`config.mk`:
```
export PLATFORM = sky130hd
export DESIGN_NAME = alu_arbiter
export DESIGN_NICKNAME = d
export VERILOG_FILES = /design/src/rtl/alu_arbiter.sv
export SDC_FILE = /design/constraint.sdc
export NUM_CORES = 1
export LEC_CHECK = 0
export BUFFER_PORTS_ARGS = -buffer_cell sky130_fd_sc_hd__buf_2
export CAP_MARGIN = 20
export CORE_MARGIN = 2
export CORE_UTILIZATION = 37
export DETAILED_ROUTE_END_ITERATION = 12
export GPL_ROUTABILITY_DRIVEN = 0
export GPL_TIMING_DRIVEN = 0
export PLACE_DENSITY = 0.72
export SETUP_SLACK_MARGIN = 0.15
export SYNTH_ARGS = -nofsm -noshare
export SYNTH_HDL_FRONTEND = slang
export SYNTH_SLANG_ARGS = --single-unit
```
`constraint.sdc`:
```
create_clock -name clk -period 1.6 [get_ports clk]
set_clock_uncertainty 0.2 [all_clocks]
set_input_delay 0.08 -clock clk [delete_from_list [all_inputs] [get_ports clk]]
set_output_delay 0.08 -clock clk [all_outputs]
set_load 0.05 [all_outputs]
```
`src/rtl/alu_arbiter.sv`:
```
// rtl/alu_arbiter.sv - two-port round-robin arbiter in front of a shared combinational ALU
// Optional feature macro: ALU_ARB_FIXED_PRIO_EN (defined = fixed priority, port 0 always wins contention)

module alu_arbiter #(
  parameter int DATA_W = 8,
  parameter int OP_W   = 4,
  parameter int FLAG_W = 4
) (
  input  logic              clk,
  input  logic              rst,

  input  logic              req0_valid,
  output logic              req0_ready,
  input  logic [OP_W-1:0]   req0_op,
  input  logic [DATA_W-1:0] req0_a,
  input  logic [DATA_W-1:0] req0_b,

  input  logic              req1_valid,
  output logic              req1_ready,
  input  logic [OP_W-1:0]   req1_op,
  input  logic [DATA_W-1:0] req1_a,
  input  logic [DATA_W-1:0] req1_b,

  output logic [OP_W-1:0]   alu_op,
  output logic [DATA_W-1:0] alu_a,
  output logic [DATA_W-1:0] alu_b,
  input  logic [DATA_W-1:0] alu_result,
  input  logic [FLAG_W-1:0] alu_flags,

  output logic              rsp_valid,
  input  logic              rsp_ready,
  output logic              rsp_id,
  output logic [DATA_W-1:0] rsp_result,
  output logic [FLAG_W-1:0] rsp_flags
);

  // IDLE: waiting for a request; ISSUE: ALU evaluating held operands; RESP: response on offer
  typedef enum logic [1:0] {
    S_IDLE  = 2'd0,
    S_ISSUE = 2'd1,
    S_RESP  = 2'd2
  } state_t;

  state_t              r_state;
  state_t              w_next_state;

  logic [OP_W-1:0]     r_alu_op;
  logic [DATA_W-1:0]   r_alu_a;
  logic [DATA_W-1:0]   r_alu_b;
  logic                r_rsp_id;
  logic [DATA_W-1:0]   r_rsp_result;
  logic [FLAG_W-1:0]   r_rsp_flags;

  logic                w_any_valid;
  logic                w_grant_id;
  logic                w_accept;

`ifndef ALU_ARB_FIXED_PRIO_EN
  // Port that won the most recent accept; reset to 1 so port 0 wins the first contention
  logic                r_last_grant;
`endif

  assign w_any_valid = req0_valid | req1_valid;

  // Accept only from IDLE and never while reset is asserted, so readies stay low in reset
  assign w_accept = (r_state == S_IDLE) && !rst && w_any_valid;

  // Grant selection: a lone requester always wins; contention resolved by policy
  always_comb begin
    w_grant_id = 1'b0;
    if (req0_valid && req1_valid) begin
`ifdef ALU_ARB_FIXED_PRIO_EN
      w_grant_id = 1'b0;
`else
      w_grant_id = ~r_last_grant;
`endif
    end else if (req1_valid) begin
      w_grant_id = 1'b1;
    end
  end

  // State register
  always_ff @(posedge clk) begin
    if (rst) begin
      r_state <= S_IDLE;
    end else begin
      r_state <= w_next_state;
    end
  end

  // Next-state logic
  always_comb begin
    w_next_state = r_state;
    case (r_state)
      S_IDLE:  if (w_accept)  w_next_state = S_ISSUE;
      S_ISSUE:                w_next_state = S_RESP;
      S_RESP:  if (rsp_ready) w_next_state = S_IDLE;
      default:                w_next_state = S_IDLE;
    endcase
  end

  // Handshake outputs: at most one ready, and only alongside its own valid
  always_comb begin
    req0_ready = w_accept && !w_grant_id;
    req1_ready = w_accept &&  w_grant_id;
    rsp_valid  = (r_state == S_RESP);
  end

  // Operand capture on accept and result capture in ISSUE; everything else holds
  always_ff @(posedge clk) begin
    if (rst) begin
      r_alu_op     <= '0;
      r_alu_a      <= '0;
      r_alu_b      <= '0;
      r_rsp_id     <= 1'b0;
      r_rsp_result <= '0;
      r_rsp_flags  <= '0;
    end else begin
      if (w_accept) begin
        r_rsp_id <= w_grant_id;
        if (w_grant_id) begin
          r_alu_op <= req1_op;
          r_alu_a  <= req1_a;
          r_alu_b  <= req1_b;
        end else begin
          r_alu_op <= req0_op;
          r_alu_a  <= req0_a;
          r_alu_b  <= req0_b;
        end
      end
      if (r_state == S_ISSUE) begin
        r_rsp_result <= alu_result;
        r_rsp_flags  <= alu_flags;
      end
    end
  end

`ifndef ALU_ARB_FIXED_PRIO_EN
  // Round-robin pointer follows every accepted request
  always_ff @(posedge clk) begin
    if (rst) begin
      r_last_grant <= 1'b1;
    end else if (w_accept) begin
      r_last_grant <= w_grant_id;
    end
  end
`endif

  assign alu_op     = r_alu_op;
  assign alu_a      = r_alu_a;
  assign alu_b      = r_alu_b;
  assign rsp_id     = r_rsp_id;
  assign rsp_result = r_rsp_result;
  assign rsp_flags  = r_rsp_flags;

endmodule

```
==> results_dict.tcl <==
set metrics [dict create \
    timing.final.ws_setup_ns -0.266 \
    fmax_mhz 536 \
    coreArea_sq_um 3690 \
    slowest_stage "or3_1" \
    hold_class "in2reg" \
    synthTopCellsByCount "nand2_1, dfxtp_1, a221o_1, nor3_1, a21oi_1" \
    path_cells "or3_1 -> buf_6 -> clkbuf_16 -> nor3b_4 -> buf_6" \
    cpPeakStageDelay_ns 0.35 \
    grt_use_total_pct 23.3 \
    cts-root-buf "clkbuf_8" \
    cts_made_buffers 5 \
    antenna_found_initial 0 \
    cp-start-kind "flop" \
    synth_fp_nets 220 \
    cp_top_family "simple AND/OR/NAND/NOR gates" \
    start_util_pct 39.0 \
    synthDistinctLibCells 19 \
    drt-initial-drc-count 55 \
    firstDrtPassIters 4 \
    wl_per_cell_um 13.8 \
    yosysSeqAreaShare_pct 50.1 \
    synth-main-ff-cell "dfxtp_1" \
    worst_slew_pin_slew_ns 0.485 \
    cts.sinks 36 \
    cp_data_required_time_ns 1.32 \
    postRouteAntennaNets 0 \
    portBuffers 92 \
    power_frac_seq_pct 40.1 \
    die-area_sq_um 4400 \
    p_comb_share_pct 34.2 \
    place_area_sq_um 1980 \
    holdWs_ns -0.0218 \
    avgSynthCellArea_sq_um 8.82 \
    setup_viol 24 \
    avgViaCountPerCell 4.86 \
    dp_hpwl_um 2760 \
    drv_cap 0 \
    grt-ovfl-total 0 \
    grt_max_degree 11 \
    crit_type "reg2out" \
    grt_pass1_wl_um 7850 \
    endpoint_kind "output port" \
    violations "negative hold slack, negative setup slack" \
    status "complete, but fails checks" \
    wl_um 5100 \
    drc 0 \
    insertion_delay_ns 0.28 \
    grt_pass1_vias 1831 \
    fin_crit_ns 1.87 \
    synthArstFlopShare_pct 0 \
    ys_seq_elements 36 \
    cp.arrival_ns 1.59 \
    dp_cells 303 \
    cp_num_buf_inv 3 \
    pin_count 93 \
    cp_common_cell "buf_6" \
    power_uw 2560 \
    area_delta_synth_final_pct 95.1 \
    num_rows 22 \
    drv_slew 0 \
    die_h_um 66.3 \
    insertedDiodeCount 0 \
    internal-power_uw 1680 \
    power.leakage_uw 0.00133 \
    power.share.switching_pct 34.3 \
    finalHoldViolCount 2 \
    clock_path_buffers 2 \
    pwr-share-clk_pct 25.7 \
    dieWidth_um 66.3 \
    cts_tree "yes" \
    netlist_area_sq_um 1440 \
    fin_area_sq_um 2810 \
    fin_crit_sh_pct 117 \
    htreeDepth 2 \
    p_sw_uw 876 \
    syn_inst 163 \
    layout-drive-gt1-share_pct 41.8 \
    stdcell_count 371 \
    synth.area.top_cells "dfxtp_1, a221o_1, nand2_1" \
    postLayoutCoreUtil_pct 76.1 \
    critPathMaxFanout 3 \
    clk_pin_slew_ns 0.07 \
    rsz0062_at_grt "yes" \
    yosysTopAreaCell "dfxtp_1" \
    synth_edf_count 0 \
    synth_warnings 0 \
    power_density_nw_per_um2 911 \
    synth_most_common_cell "nand2_1" \
    nets 379 \
    num_vias 1803 \
    vdd_drop_max_v 0.000856 \
    synth_top_area_share_pct 50.1 \
    slew_headroom_pct 67.7 \
]
[worst reg2reg max path: cells and delay by family, from the launching register on]
family          cells  cell delay [ns]
flops               1             0.32
buf+inv             3             0.39
compound gates      1             0.10
simple gates        2             0.70
[layout make-up]
cell class              count  area [sq um]
clock buffers               8          90.1
well taps                  48          60.1
plain buffers              14           118
multi-input cells         111           718
fillers                   258           883
repair buffers            152          1090
inverters                   2          7.51
flip-flops and latches     36           723
[metal layers]
layer	up-vias	part of all wire (%)	wire length (um)	GRT usage [%]
met4	0	2.9	146	9.69
met5	-	0	0	0
met2	64	51	2580	40.8
met1	820	40	2060	26.2
met3	15	6.2	314	6.81
li1	904	-	-	-
[placed cells by master (no fill, tap or decap), drive strengths merged]
| cell | count |
|---|---|
| a211oi | 1 |
| a21o | 1 |
| a21oi | 13 |
| a221o | 20 |
| and2b | 1 |
| buf | 107 |
| clkbuf | 18 |
| dfxtp | 36 |
| dlygate4sd3 | 49 |
| inv | 2 |
| nand2 | 44 |
| nand2b | 2 |
| nor2 | 2 |
| nor2b | 2 |
| nor3 | 20 |
| nor3b | 1 |
| o21ai | 1 |
| o31a | 1 |
| or3 | 1 |
| or3b | 1 |
[stage by stage]
stage          setup WS, ns  setup TNS [ns]
5_1_grt              -0.318           -5.52
2_1_floorplan        -0.133          -0.824
6_report             -0.266           -3.76
4_1_cts              -0.305           -3.95
3_3_place_gp         -0.230           -1.97
3_5_place_dp         -0.238           -2.18
[power by group through the flow]
stage                     clock network, uW  logic [uW]  registers, uW
after floorplan                           0         217           1310
after global routing                    717         927           1030
after CTS                               670         824           1020
after detailed placement                  0         678           1040
after global placement                    0         673           1040
final                                   656         875           1020
[sequential cells by signal, summed over array words and instances (netlist names)]
name and flops:
r_last_grant 1, alu_b 8, rsp_flags 4, rsp_result 8, rsp_id 1, alu_op 4, alu_a 8, r_state 2
[cell families after synthesis]
family,share of synthesized area [%]
AOI/OAI and AO/OA,21.3
buffers and inverters,5.74
DFF,50.1
and+or+nand+nor,22.8
[final timing paths]
kind	start	to	slack, ns	cells past startpoint
setup / recovery	r_state[1]	req0_ready	-0.27	5
hold / removal	req0_a[2]	alu_a[2]	-0.02	4
setup reg to reg	r_state[1]	r_last_grant	-0.23	6
hold reg to reg	rsp_result[6]	rsp_result[6]	0.25	2
[repair_timing]
item                                   4_1_cts  5_1_grt
setup endpoints to repair                   27       31
hold buffers                                49        0
pin swaps                                    5        4
endpoints found under the hold margin       35        0
gates cloned                                 0        1
resized for setup                           18       22
setup buffers                                8        2
(Power assumes the default switching activity.)
